<file path="src/rtl/snake_input_pkg.sv">
// Shared definitions for the snake game input path: direction encodings
// (also used by the navigation state machine), button bit positions and
// counter widths.
package snake_input_pkg;

  typedef enum logic [1:0] {
    DIR_UP    = 2'd0,
    DIR_DOWN  = 2'd1,
    DIR_LEFT  = 2'd2,
    DIR_RIGHT = 2'd3
  } dir_t;

  localparam int unsigned BTN_IDX_U = 3;
  localparam int unsigned BTN_IDX_D = 2;
  localparam int unsigned BTN_IDX_L = 1;
  localparam int unsigned BTN_IDX_R = 0;

  localparam int unsigned DBC_W = 24;
  localparam int unsigned RPT_W = 25;

  // Fixed priority U > D > L > R over a {U,D,L,R} pulse vector
  function automatic dir_t prio_dir(input logic [3:0] p);
    if (p[BTN_IDX_U])      return DIR_UP;
    else if (p[BTN_IDX_D]) return DIR_DOWN;
    else if (p[BTN_IDX_L]) return DIR_LEFT;
    else                   return DIR_RIGHT;
  endfunction

endpackage

</file>
<file path="src/rtl/debounce_channel.sv">
// One conditioned input: SYNC_STAGES-deep synchroniser, saturating-free
// stability counter and accepted (stable) level. rise_next flags that the
// stable level goes 0->1 at the coming clock edge.
module debounce_channel
  import snake_input_pkg::*;
#(
  parameter int unsigned DEBOUNCE_CYCLES = 1000000,
  parameter int unsigned SYNC_STAGES     = 2
) (
  input  logic clk,
  input  logic rst,
  input  logic raw,
  output logic level,
  output logic rise_next
);

  localparam logic [DBC_W-1:0] CNT_LAST = DBC_W'(DEBOUNCE_CYCLES - 1);

  logic [SYNC_STAGES-1:0] sync_q;
  logic [DBC_W-1:0]       cnt;
  logic                   sync;
  logic                   accept;

  assign sync      = sync_q[SYNC_STAGES-1];
  assign accept    = (sync != level) && (cnt == CNT_LAST);
  assign rise_next = accept && sync;

  // Metastability synchroniser for the asynchronous raw input
  always_ff @(posedge clk or posedge rst) begin
    if (rst) sync_q <= '0;
    else     sync_q <= {sync_q[SYNC_STAGES-2:0], raw};
  end

  // Accept a new level only after DEBOUNCE_CYCLES consecutive differing samples
  always_ff @(posedge clk or posedge rst) begin
    if (rst) begin
      cnt   <= '0;
      level <= 1'b0;
    end else if (sync == level) begin
      cnt <= '0;
    end else if (accept) begin
      level <= sync;
      cnt   <= '0;
    end else begin
      cnt <= cnt + 1'b1;
    end
  end

endmodule

</file>
<file path="src/rtl/button_input_conditioner.sv">
// Conditions the four push-buttons and the START_STOP switch for the snake
// game: debounced levels, one-cycle press pulses and a priority-encoded
// direction request. Define AUTO_REPEAT_EN to re-fire pulses every
// REPEAT_CYCLES while a button is held.
module button_input_conditioner
  import snake_input_pkg::*;
#(
  parameter int unsigned DEBOUNCE_CYCLES = 1000000,
  parameter int unsigned SYNC_STAGES     = 2,
  parameter int unsigned REPEAT_CYCLES   = 25000000
) (
  input  logic       CLK,
  input  logic       RESET,
  input  logic       BTNU_RAW,
  input  logic       BTND_RAW,
  input  logic       BTNL_RAW,
  input  logic       BTNR_RAW,
  input  logic       START_STOP_RAW,
  output logic       BTNU,
  output logic       BTND,
  output logic       BTNL,
  output logic       BTNR,
  output logic       START_STOP,
  output logic [3:0] BTN_PULSE,
  output logic       DIR_REQ_VALID,
  output logic [1:0] DIR_REQ
);

  logic [3:0] btn_raw;
  logic [3:0] btn_level;
  logic [3:0] btn_rise;
  logic [3:0] pulse_next;
  logic       ss_rise;

  assign btn_raw[BTN_IDX_U] = BTNU_RAW;
  assign btn_raw[BTN_IDX_D] = BTND_RAW;
  assign btn_raw[BTN_IDX_L] = BTNL_RAW;
  assign btn_raw[BTN_IDX_R] = BTNR_RAW;

  assign BTNU = btn_level[BTN_IDX_U];
  assign BTND = btn_level[BTN_IDX_D];
  assign BTNL = btn_level[BTN_IDX_L];
  assign BTNR = btn_level[BTN_IDX_R];

  for (genvar g = 0; g < 4; g++) begin : g_btn
    debounce_channel #(
      .DEBOUNCE_CYCLES (DEBOUNCE_CYCLES),
      .SYNC_STAGES     (SYNC_STAGES)
    ) u_chan (
      .clk       (CLK),
      .rst       (RESET),
      .raw       (btn_raw[g]),
      .level     (btn_level[g]),
      .rise_next (btn_rise[g])
    );
  end

  // The switch is a level control only; its rise indication goes nowhere
  debounce_channel #(
    .DEBOUNCE_CYCLES (DEBOUNCE_CYCLES),
    .SYNC_STAGES     (SYNC_STAGES)
  ) u_start_stop (
    .clk       (CLK),
    .rst       (RESET),
    .raw       (START_STOP_RAW),
    .level     (START_STOP),
    .rise_next (ss_rise)
  );

`ifdef AUTO_REPEAT_EN
  localparam logic [RPT_W-1:0] RPT_LAST = RPT_W'(REPEAT_CYCLES - 1);

  logic [RPT_W-1:0] rpt_cnt [4];
  logic [3:0]       rpt_fire;

  // Counter restarts at acceptance (level still 0 on that edge), so the
  // first repeat lands exactly REPEAT_CYCLES after the press pulse
  always_comb begin
    rpt_fire = '0;
    for (int unsigned i = 0; i < 4; i++)
      rpt_fire[i] = btn_level[i] && (rpt_cnt[i] == RPT_LAST);
  end

  // Per-button repeat period counters, cleared while released
  always_ff @(posedge CLK or posedge RESET) begin
    if (RESET) begin
      for (int unsigned i = 0; i < 4; i++) rpt_cnt[i] <= '0;
    end else begin
      for (int unsigned i = 0; i < 4; i++) begin
        if (!btn_level[i] || rpt_fire[i]) rpt_cnt[i] <= '0;
        else                              rpt_cnt[i] <= rpt_cnt[i] + 1'b1;
      end
    end
  end

  assign pulse_next = btn_rise | rpt_fire;
`else
  assign pulse_next = btn_rise;
`endif

  // Register pulses with the direction request so both align with the level change
  always_ff @(posedge CLK or posedge RESET) begin
    if (RESET) begin
      BTN_PULSE     <= '0;
      DIR_REQ_VALID <= 1'b0;
      DIR_REQ       <= '0;
    end else begin
      BTN_PULSE     <= pulse_next;
      DIR_REQ_VALID <= |pulse_next;
      if (|pulse_next) DIR_REQ <= prio_dir(pulse_next);
    end
  end

endmodule

</file>
<file path="config.mk">
export PLATFORM = sky130hd
export DESIGN_NAME = button_input_conditioner
export DESIGN_NICKNAME = d
export VERILOG_FILES = /design/src/rtl/snake_input_pkg.sv /design/src/rtl/debounce_channel.sv /design/src/rtl/button_input_conditioner.sv
export SDC_FILE = /design/constraint.sdc
export NUM_CORES = 1
export LEC_CHECK = 0
export CORE_UTILIZATION = 40
export CTS_CLUSTER_SIZE = 16
export DETAILED_ROUTE_END_ITERATION = 6
export SYNTH_ARGS = -nofsm -noshare
export SYNTH_HDL_FRONTEND = slang
export SYNTH_SLANG_ARGS = --single-unit
export TNS_END_PERCENT = 30
</file>
<file path="constraint.sdc">
create_clock -name CLK -period 14.7 [get_ports CLK]
set_input_delay 3.675 -clock CLK [delete_from_list [all_inputs] [get_ports CLK]]
set_output_delay 3.675 -clock CLK [all_outputs]
set_load 0.1 [all_outputs]
</file>
==> key figures, run 1 <==
Critical path
  – Buffer and inverter count on the worst path: 1
  – Critical path arrival: 1.96 ns
  – Crit path max fanout: 4
  – Critical path, cell by cell: clkdlybuf4s50_1
  – CP Depth: 1
  – Slack of the worst reg-to-reg path: 12.02 ns
  – Crit path launch: g_btn[0].u_chan.level
  – Crit-path slowest cell: sky130_fd_sc_hd__clkdlybuf4s50_1
  – Critical R2R Capture: u_start_stop.cnt[18]
  – Required time reported for the critical path endpoint: 11.02 ns
  – Launching point of the worst reg2reg path: u_start_stop.cnt[0]
  – Maximum cell stage delay along the critical path: 1.15 ns
  – Worst r2r path cells: 6
  – Crit path capture type: output port
  – Worst setup path endpoint: BTNR
  – Sort of element at the start of the critical path: flip-flop
  – Top Family by Delay on Critical Path: buffers and inverters
  – Worst setup path category: flip-flop to output port

Logic synthesis
  – Post-synth top cells: sky130_fd_sc_hd__dfrtp_1 (142), sky130_fd_sc_hd__nor2_1 (75), sky130_fd_sc_hd__a21oi_1 (50)
  – Syn_nets: 736
  – Sequential share of the synthesized area: 0.503
  – Number of flip-flops and latches in the synthesized netlist: 142
  – Top-count cell post-synth: sky130_fd_sc_hd__dfrtp_1
  – Netlist area before placement: 7070 µm²
  – Most area-consuming cells after synthesis: sky130_fd_sc_hd__dfrtp_1 (50%), sky130_fd_sc_hd__xor2_1 (4.5%), sky130_fd_sc_hd__nor2_1 (4.0%)
  – Warnings from Yosys: 0
  – Cell type with the largest total area after synthesis: sky130_fd_sc_hd__dfrtp_1
  – Number of instances in the synthesized netlist: 724
  – Area share of the leading cell type in the synthesized netlist: 0.503
  – Synth unique cells: 44
  – Post-synthesis area per instance: 9.76 µm²
  – Synth async-reset ratio: 1.00
  – Number of enable-type register cells in the synthesized netlist: 0
  – Predominant post-synthesis flop cell: sky130_fd_sc_hd__dfrtp_1

STA
  – Ratio of final minimum period to clock period: 0.383
  – Slew at the pin closest to its max-slew limit: roughly 1.1 ns
  – Final-report max-slew violation count: 0
  – Clock skew after layout: 0.0104 ns
  – Worst slew margin: 0.243
  – Number of endpoints failing setup at the final stage: 0
  – Hold Violations, Final: 0
  – Max Clk Rate: 177 MHz
  – Minimum clock period: roughly 5.6 ns
  – Setup repair after global routing missed its margin: no
  – Fin worst setup slack: 9.07 ns
  – Total negative slack for setup checks: 0 ns
  – Hold_ws: 0.353 ns

Layout
  – Area growth from synthesis to layout: 12.6%
  – Count of fill cells added during filler insertion: 1602
  – Layout cells sized above 1: 0.0630
  – Non-filler instance count after layout: 971
  – # nets final: 748
  – Antenna cell count: 0

Global route
  – Global router's overall resource usage: 0.175
  – Wire length of the first global-routing pass: 25000 µm
  – Number of antenna violations at the first check in global routing: 0
  – Vias in the first global route: 5310
  – Maximum number of pins on one net before global-route repair: 77
  – Total congestion overflow after global routing: 0

Routing
  – Total number of vias: 5511
  – Detailed-router iteration count before antenna repair: 4
  – Detail-routed net length per standard cell: between 15 and 20 µm
  – ANT nets after route: 0
  – Post-detailed-route via-to-cell ratio: between 5 and 6
  – Initial detailed-routing violation count: 324
  – Aggregate routed wire length: 14700 µm
  – Detailed-route DRC error count: 0

Floorplanning
  – Initial core utilization: 0.408
  – Die X: 135 µm
  – Total Die Area: 18200 µm²
  – Rows: between 40 and 50
  – Io pins: 19
  – Floorplan core area: 17300 µm²
  – Die H: 135 µm

Pwr
  – Power density over the cells: around 100 nW/µm²
  – Worst VDD drop: 0.0000854 V
  – Leakage dissipation: 3.10 nW

Clocking
  – Clock tree buffer depth: 2
  – Clock Tree Root: sky130_fd_sc_hd__clkbuf_16
  – Number of buffers added for setup after CTS: 0
  – Clock insertion delay at the later pin of the skew report: 0.42 ns
  – Number of sinks on the clock net: 142
  – Clock slew at reported path FFs: 0.06 ns
  – CTS Hold Bufs: 0
  – TritonCTS buffer count: 17
  – TritonCTS clock tree: built
  – H-tree Lvls: 4
  – Cells resized by post-CTS repair: 0

Placed design
  – Port bufs: 18
  – Final RePlAce weighted congestion: about 0.80
  – Detailed-placement wirelength estimate: 10000 µm
  – Number of placed instances, taps included: 942
  – Worst slack at placement: 9.08 ns

Job
  – Number of max-cap violations: 0

Outcome
  – Outcome: complete, no violations

Worst hold path
  – Worst min-delay path class: flip-flop to flip-flop
registers in the layout, indices dropped and copies added, names as in the netlist:
register             cells
DIR_REQ_VALID            1
DIR_REQ                  2
g_btn.u_chan.sync_q      8
g_btn.u_chan.cnt        96
BTN_PULSE                4
u_start_stop.sync_q      2
g_btn.u_chan.level       4
u_start_stop.level       1
u_start_stop.cnt        24
stage by stage:
stage               instance area (µm²)  power [mW]  utilization
global route                       7950       0.841        0.460
global placement                   7440       0.432        0.430
CTS                                7950       0.821        0.460
floorplan                          7070       0.424            -
finish                             7950       0.809        0.460
detailed placement                 7440       0.433        0.430
placed cells by master, fill, tap and decap left out, types with 7 or more instances in the layout:
cell | synthesis | final
sky130_fd_sc_hd__a21oi_1 | 50 | 50
sky130_fd_sc_hd__and2_1 | 8 | 8
sky130_fd_sc_hd__and3_1 | 7 | 7
sky130_fd_sc_hd__and4_1 | 14 | 14
sky130_fd_sc_hd__clkbuf_16 | 0 | 17
sky130_fd_sc_hd__clkdlybuf4s50_1 | 0 | 18
sky130_fd_sc_hd__dfrtp_1 | 142 | 142
sky130_fd_sc_hd__inv_1 | 20 | 19
sky130_fd_sc_hd__nand2_1 | 45 | 45
sky130_fd_sc_hd__nand3_1 | 39 | 39
sky130_fd_sc_hd__nand4_1 | 35 | 35
sky130_fd_sc_hd__nor2_1 | 75 | 75
sky130_fd_sc_hd__nor3_1 | 12 | 12
sky130_fd_sc_hd__nor4_1 | 20 | 20
sky130_fd_sc_hd__o21ai_0 | 23 | 23
sky130_fd_sc_hd__o31ai_1 | 27 | 27
sky130_fd_sc_hd__or3_1 | 32 | 32
sky130_fd_sc_hd__or4_1 | 35 | 35
sky130_fd_sc_hd__xnor2_1 | 26 | 26
sky130_fd_sc_hd__xor2_1 | 36 | 36
routing by layer:
layer	share of wire	vias to the layer above	track usage
met3	0.034	18	0.0375
met5	0	-	0
met2	0.48	85	0.288
li1	-	2682	-
met1	0.47	2726	0.224
met4	0.014	0	0.0693
area by class of cell:
cell class	instances	area, µm²	area share
timing repair buffer	22	210	0.0264
inverter	20	80.1	0.0101
clock inverter	7	68.8	0.00865
sequential	142	3550	0.447
multi-input combinational	533	3310	0.417
clock buffer	22	444	0.0559
tap	225	282	0.0354
how the worst min path moves through the flow:
stage                                    startpoint                        end  slack [ns]  cells after the start
after floorplan           g_btn[0].u_chan.sync_q[0]  g_btn[0].u_chan.sync_q[1]        0.33                      0
after global placement       u_start_stop.sync_q[0]     u_start_stop.sync_q[1]        0.34                      0
after detailed placement     u_start_stop.sync_q[0]     u_start_stop.sync_q[1]        0.34                      0
after CTS                    u_start_stop.sync_q[0]     u_start_stop.sync_q[1]        0.36                      0
after global routing         u_start_stop.sync_q[0]     u_start_stop.sync_q[1]        0.37                      0
final                        u_start_stop.sync_q[0]     u_start_stop.sync_q[1]        0.35                      0
logic make-up (layout without fill, tap and decap cells):
| logic type | Yosys count | count (layout) | share of synthesized area |
|---|---|---|---|
| flip-flops | 142 | 142 | 0.503 |
| AO/OA/AOI/OAI | 111 | 111 | 0.0970 |
| AND/OR/NAND/NOR | 349 | 349 | 0.277 |
| XOR/XNOR | 62 | 62 | 0.0769 |
| multiplexers | 6 | 6 | 0.00939 |
| buffers and inverters | 49 | 71 | 0.0280 |
| adder cells (fa/ha/maj) | 5 | 5 | 0.00885 |
report_power, final:
part	internal (mW)	switching [mW]
logic	0.00671	0.0179
registers	0.396	0.00436
clock network	0.229	0.155
worst reg2reg max path, delay by kind of cell, from the launching register on:
family / cells / cell delay, ns
compound gates: 2 / 1.16
simple gates: 2 / 0.47
fa+ha+maj: 1 / 0.21
buf+inv: 1 / 0.35
flops: 1 / 0.38
Power figures use the tool's default switching activity.
==> run 2, diff against run 1 <==
clock period = 5.2 ns   (was 14.7 ns; I/O delays follow)
==> run 2 against run 1 <==
Compared with the run above: combinational power rose to 2.8 times the previous value; die area is the same; clock-buffer cell count up 1; cell area grew 1.4%; flip-flop and latch count unchanged; sequential power grew to 2.8 times the previous value; critical path depth stayed put; core utilization rose by 0.67 points; total power rose to 3.0 times the previous value; cell count up 0.41%; via count about the same; routed wire length shrank 0.56%; critical endpoint is now BTNU; highest routed layer unchanged.
==> key figures, run 2 (same netlist as run 1, synthesis figures left out) <==
Global route
  – Number of antenna violations at the first check in global routing: 0 (unchanged)
  – Total congestion overflow after global routing: 0 (unchanged)
  – Grt met1 use: 0.240 (+0.0160)
  – Vias in the first global route: 5187 (-2.3%)
  – Met3 usage in global routing: 0.0379 (+0.000375)
  – Global router's overall resource usage: 0.172 (-0.00264)
  – Wire length of the first global-routing pass: 24800 µm (-0.97%)
  – Maximum number of pins on one net before global-route repair: 94 (+22%)
  – Met2 track demand over resource in global routing: 0.261 (-0.0272)
  – Layer carrying the most global-route usage: met2

Clocking
  – Clock slew at reported path FFs: 0.06 ns (about the same)
  – Number of buffers added for setup after CTS: 0 (unchanged)
  – H-tree Lvls: 4 (unchanged)
  – TritonCTS buffer count: 17 (unchanged)
  – Clock tree buffer depth: 2 (unchanged)
  – Number of sinks on the clock net: 142 (unchanged)
  – TritonCTS clock tree: built
  – Cells resized by post-CTS repair: 0 (unchanged)
  – Clock insertion delay at the later pin of the skew report: 0.42 ns (about the same)
  – CTS Hold Bufs: 0 (unchanged)
  – Clock Tree Root: sky130_fd_sc_hd__clkbuf_16

Critical path
  – Sort of element at the start of the critical path: flip-flop
  – Required time reported for the critical path endpoint: 3.90 ns (-7.12 ns)
  – Crit-path slowest cell: sky130_fd_sc_hd__clkdlybuf4s50_1
  – Top Family by Delay on Critical Path: buffers and inverters
  – Buffer and inverter count on the worst path: 1 (unchanged)
  – Critical path arrival: 1.97 ns (about the same)
  – Crit path capture type: output port
  – Worst setup path category: flip-flop to output port
  – Critical path, cell by cell: clkdlybuf4s50_1
  – Crit path max fanout: 4 (unchanged)
  – Maximum cell stage delay along the critical path: 1.15 ns (about the same)

Floorplanning
  – Die X: 135 µm (unchanged)
  – Floorplan core area: 17300 µm² (unchanged)
  – Total Die Area: 18200 µm² (unchanged)
  – Io pins: 19 (unchanged)
  – Initial core utilization: 0.408 (unchanged)
  – Die H: 135 µm (unchanged)
  – Rows: 48 (unchanged)

Layout
  – # nets final: 749 (+0.13%)
  – Most common cell after layout, fill and taps aside: sky130_fd_sc_hd__dfrtp_1
  – Largest registers: g_btn.u_chan.cnt x96, u_start_stop.cnt x24, g_btn.u_chan.sync_q x8
  – Largest reg by FF count: g_btn.u_chan.cnt
  – Number of flip-flops under the largest register name: 96 (unchanged)
  – Layout cells sized above 1: 0.0720 (+0.00900)
  – Area growth from synthesis to layout: 14.2%
  – Non-filler instance count after layout: 975 (+0.41%)
  – Antenna cell count: 0 (unchanged)
  – Top library cells by usage in the layout, fill and taps aside: sky130_fd_sc_hd__dfrtp_1 (142), sky130_fd_sc_hd__nor2_1 (75), sky130_fd_sc_hd__a21oi_1 (50)

STA
  – Max Clk Rate: 306 MHz
  – Setup repair after global routing missed its margin: no
  – Number of endpoints failing setup at the final stage: 0 (unchanged)
  – Minimum clock period: approximately 3.3 ns
  – Slew at the pin closest to its max-slew limit: 0.971 ns (-0.152 ns)
  – Clock skew after layout: 0.00932 ns (-0.00112 ns)
  – Final-report max-slew violation count: 0 (unchanged)
  – Hold Violations, Final: 0 (unchanged)
  – Worst slew margin: 0.351 (+0.107)
  – Ratio of final minimum period to clock period: 0.628
  – Total negative slack for setup checks: 0 ns (unchanged)

Routing
  – ANT nets after route: 0 (unchanged)
  – Total number of vias: 5516 (+0.091%)
  – Aggregate routed wire length: 14600 µm (-0.56%)
  – Detail-routed net length per standard cell: 15.0 µm (-0.97%)
  – Detailed-router iteration count before antenna repair: 4 (unchanged)
  – Post-detailed-route via-to-cell ratio: 5.66 (-0.32%)
  – Initial detailed-routing violation count: 268 (-17%)
  – Detailed-route DRC error count: 0 (unchanged)

Outcome
  – Outcome: complete, no violations

Placed design
  – Final RePlAce weighted congestion: 0.818 (+1.8%)
  – Number of placed instances, taps included: 943 (+0.11%)
  – Detailed-placement wirelength estimate: 10100 µm (+0.43%)
  – Port bufs: 18 (unchanged)

Pwr
  – Leakage dissipation: 3.15 nW (+1.9%)
  – Worst VDD drop: 0.000200 V (+130%)
  – Power density over the cells: 306 nW/µm² (+200%)

Worst hold path
  – Worst min-delay path class: flip-flop to flip-flop

Job
  – Number of max-cap violations: 0 (unchanged)
[run 2: cell count changes in the layout (fill, tap and decap cells not counted)]
cell	previous run	this run
sky130_fd_sc_hd__clkbuf_8	0	4
sky130_fd_sc_hd__buf_4	4	5
sky130_fd_sc_hd__clkbuf_1	5	2
sky130_fd_sc_hd__clkinv_2	3	2
sky130_fd_sc_hd__clkinv_4	1	2
sky130_fd_sc_hd__bufinv_16	1	3
[run 2: final cells by class]
type	instances	area, µm²
well taps	225	282
multi-input cells	533	3310
clock buffers	23	488
repair buffers	23	218
fillers	1600	9230
flip-flops and latches	142	3550
inverters	20	80.1
clock inverters	9	133
[run 2: power breakdown]
part	switching (mW)	leakage (nW)	total, mW	internal, mW
clock network	0.461	0.299	1.27	0.805
logic	0.0502	0.906	0.0695	0.0194
registers	0.0125	1.95	1.13	1.12
[run 2: stage by stage]
step                cell area (µm²)  utilization  setup slack, ns  hold slack, ns  total power, mW
CTS                            8070        0.466             1.91           0.352             2.50
finish                         8070        0.466             1.93           0.348             2.47
floorplan                      7070            -           0.0904           0.331             1.20
detailed placement             7450        0.431             2.36           0.339             1.22
global placement               7450        0.431             2.39           0.336             1.22
global route                   8070        0.466             1.88           0.355             2.56
[run 2: path summary, 6_finish.rpt]
path	depth (start not counted)	end	from	slack [ns]
max in group asynchronous	3	g_btn[3].u_chan.cnt[17]	RESET	2.88
max reg2reg	6	g_btn[1].u_chan.cnt[22]	g_btn[1].u_chan.cnt[0]	2.63
min	0	g_btn[2].u_chan.sync_q[1]	g_btn[2].u_chan.sync_q[0]	0.35
min in group asynchronous	2	g_btn[2].u_chan.level	RESET	1.44
min reg2reg	0	g_btn[2].u_chan.sync_q[1]	g_btn[2].u_chan.sync_q[0]	0.35
max	1	BTNU	g_btn[3].u_chan.level	1.93
[run 2: per-layer routing]
metal | vias to the layer above | wire length (µm)
li1 | 2696 | -
met1 | 2714 | 7180
met2 | 83 | 6710
met5 | - | 0
met4 | 0 | 233
met3 | 23 | 467
==> run 3, diff against run 2 <==
clock period = 3.06 ns   (was 5.2 ns; I/O delays follow)
==> run 3 against run 2 <==
Compared with the run above: global-route usage about the same; sequential share of layout area down 0.15 points; clock-buffer cell count decreased by 6; core utilization rose by 0.16 points; register-to-register slack got worse by 1.9 ns; via count fell by 1.7%; cell count up 0.31%; sequential power rose by 70%; highest routed layer unchanged.
==> key figures, run 3 (same netlist as run 1, synthesis figures left out) <==
Outcome
  – Outcome: complete, no violations

STA
  – Hold Violations, Final: 0 (unchanged)
  – Final-report max-slew violation count: 0 (unchanged)
  – Clock skew after layout: 0.00420 ns (-0.00512 ns)
  – Worst slew margin: 0.479 (+0.128)
  – Total negative slack for setup checks: 0 ns (unchanged)
  – Setup repair after global routing missed its margin: no
  – Max Clk Rate: 433 MHz
  – Slew at the pin closest to its max-slew limit: 0.774 ns (-0.196 ns)
  – Minimum clock period: around 2.3 ns
  – Ratio of final minimum period to clock period: 0.755
  – Number of endpoints failing setup at the final stage: 0 (unchanged)

Floorplanning
  – Initial core utilization: 0.408 (unchanged)
  – Die X: 135 µm (unchanged)
  – Io pins: 19 (unchanged)
  – Total Die Area: 18200 µm² (unchanged)
  – Rows: 48 (unchanged)
  – Die H: 135 µm (unchanged)
  – Floorplan core area: 17300 µm² (unchanged)

Pwr
  – Worst VDD drop: 0.000386 V (+93%)
  – Leakage dissipation: 3.20 nW (+1.5%)
  – Seq pwr share: 0.457 (-0.002)
  – Proportion of total power due to net switching: 0.215 (+0.00257)
  – Final Total Pwr: 4.20 mW (+70%)
  – Switching component of the power: 903 µW (+73%)
  – Power density over the cells: 519 nW/µm² (+70%)
  – Int Power: 3.30 mW (+70%)
  – Clock power frac: 0.513 (about the same)
  – Combinational share of power: 0.030 (+0.002)

Clocking
  – Clock slew at reported path FFs: 0.06 ns (about the same)
  – Clock Tree Root: sky130_fd_sc_hd__clkbuf_16
  – TritonCTS buffer count: 17 (unchanged)
  – Number of sinks on the clock net: 142 (unchanged)
  – H-tree Lvls: 4 (unchanged)
  – Clock tree buffer depth: 2 (unchanged)
  – Clock insertion delay at the later pin of the skew report: 0.42 ns (about the same)
  – TritonCTS clock tree: built
  – Cells resized by post-CTS repair: 0 (unchanged)
  – Number of buffers added for setup after CTS: 0 (unchanged)
  – CTS Hold Bufs: 0 (unchanged)

Placed design
  – Detailed-placement wirelength estimate: 9810 µm (-2.5%)
  – Number of placed instances, taps included: 946 (+0.32%)
  – Final RePlAce weighted congestion: 0.836 (+2.3%)
  – Port bufs: 18 (unchanged)

Critical path
  – Crit-path slowest cell: sky130_fd_sc_hd__or4_1
  – Top Family by Delay on Critical Path: simple AND/OR/NAND/NOR gates
  – Critical path arrival: 2.61 ns (+0.64 ns)
  – Worst setup path category: flip-flop to flip-flop
  – Required time reported for the critical path endpoint: 3.36 ns (-0.54 ns)
  – Sort of element at the start of the critical path: flip-flop
  – Critical path, cell by cell: ha_1 -> nand2_1 -> or4_1 -> o31ai_4 -> buf_12 -> a21oi_1
  – Buffer and inverter count on the worst path: 1 (unchanged)
  – Crit path max fanout: 15 (+11)
  – Maximum cell stage delay along the critical path: 0.58 ns (-0.57 ns)
  – Crit path capture type: flip-flop

Layout
  – Number of flip-flops under the largest register name: 96 (unchanged)
  – Largest reg by FF count: g_btn.u_chan.cnt
  – Antenna cell count: 0 (unchanged)
  – Non-filler instance count after layout: 978 (+0.31%)
  – Layout cells sized above 1: 0.0943 (+0.0223)
  – Top library cells by usage in the layout, fill and taps aside: sky130_fd_sc_hd__dfrtp_1 (142), sky130_fd_sc_hd__nor2_1 (75), sky130_fd_sc_hd__a21oi_1 (50)
  – Area growth from synthesis to layout: 14.6%
  – Largest registers: g_btn.u_chan.cnt x96, u_start_stop.cnt x24, g_btn.u_chan.sync_q x8
  – # nets final: 752 (+0.40%)
  – Most common cell after layout, fill and taps aside: sky130_fd_sc_hd__dfrtp_1

Job
  – Number of max-cap violations: 0 (unchanged)

Routing
  – ANT nets after route: 0 (unchanged)
  – Initial detailed-routing violation count: 311 (+16%)
  – Detailed-router iteration count before antenna repair: 5 (+1)
  – Aggregate routed wire length: 14400 µm (-1.1%)
  – Detail-routed net length per standard cell: 14.8 µm (-1.4%)
  – Detailed-route DRC error count: 0 (unchanged)
  – Post-detailed-route via-to-cell ratio: 5.54 (-2.0%)
  – Total number of vias: 5422 (-1.7%)

Global route
  – Vias in the first global route: 5317 (+2.5%)
  – Global router's overall resource usage: 0.172 (-0.000411)
  – Wire length of the first global-routing pass: 25000 µm (+0.81%)
  – Total congestion overflow after global routing: 0 (unchanged)
  – Maximum number of pins on one net before global-route repair: 76 (-19%)
  – Number of antenna violations at the first check in global routing: 0 (unchanged)

Worst hold path
  – Worst min-delay path class: flip-flop to flip-flop
==> run 3: cell types whose count changed in the layout (fill, tap and decap cells not counted), sizes merged <==
cell / before / now
buf: 5 / 20
bufinv: 3 / 4
clkbuf: 23 / 17
clkdlybuf4s50: 18 / 6
clkinv: 4 / 6
clkinvlp: 2 / 4
inv: 20 / 21
==> run 3: layout make-up <==
type / instances / area (µm²)
inverters: 20 / 78.8
flip-flops and latches: 142 / 3550
multi-input cells: 533 / 3310
repair buffers: 26 / 248
fillers: 1650 / 9200
well taps: 225 / 282
clock buffers: 17 / 425
clock inverters: 15 / 194
==> run 3: stage by stage <==
stage	setup WS, ns	utilization	hold WS [ns]	area (µm²)
after floorplan	0.518	-	0.331	7070
after global placement	0.795	0.432	0.334	7480
after detailed placement	0.755	0.432	0.335	7480
after CTS	0.743	0.468	0.348	8100
after global routing	0.555	0.468	0.358	8100
final	0.749	0.468	0.346	8100
==> run 3: layer usage <==
metal	GRT usage	vias up	wire length [µm]
li1	-	2682	-
met1	0.227	2673	6890
met2	0.275	52	6880
met3	0.0398	15	497
met4	0.0637	0	156
met5	0	-	0
==> run 3: power groups by stage <==
stage               sequential (mW)  clock (mW)  combinational [mW]
finish                         1.92        2.16               0.127
global route                   1.92        2.29               0.148
CTS                            1.92        2.20               0.133
detailed placement             1.96           0               0.133
global placement               1.95           0               0.129
floorplan                      1.95           0              0.0873
==> run 3: path summary, 6_finish.rpt <==
| check | from | endpoint | slack (ns) | cells after the start |
|---|---|---|---|---|
| worst max-delay path | g_btn[0].u_chan.cnt[0] | g_btn[0].u_chan.cnt[13] | 0.75 | 6 |
| worst min-delay path | g_btn[1].u_chan.sync_q[0] | g_btn[1].u_chan.sync_q[1] | 0.35 | 0 |
| worst max register to register | g_btn[0].u_chan.cnt[0] | g_btn[0].u_chan.cnt[13] | 0.75 | 6 |
| min in group asynchronous | RESET | g_btn[0].u_chan.cnt[16] | 0.82 | 3 |
| max in group asynchronous | RESET | g_btn[2].u_chan.cnt[11] | 1.86 | 3 |
| worst min register to register | g_btn[1].u_chan.sync_q[0] | g_btn[1].u_chan.sync_q[1] | 0.35 | 0 |
==> run 3: worst register-to-register path: stages (launching register included) <==
cell and delay [ns]:
sky130_fd_sc_hd__dfrtp_1 0.38, sky130_fd_sc_hd__ha_1 0.30, sky130_fd_sc_hd__nand2_1 0.11, sky130_fd_sc_hd__or4_1 0.58, sky130_fd_sc_hd__o31ai_4 0.55, sky130_fd_sc_hd__buf_12 0.21
sky130_fd_sc_hd__a21oi_1 0.05
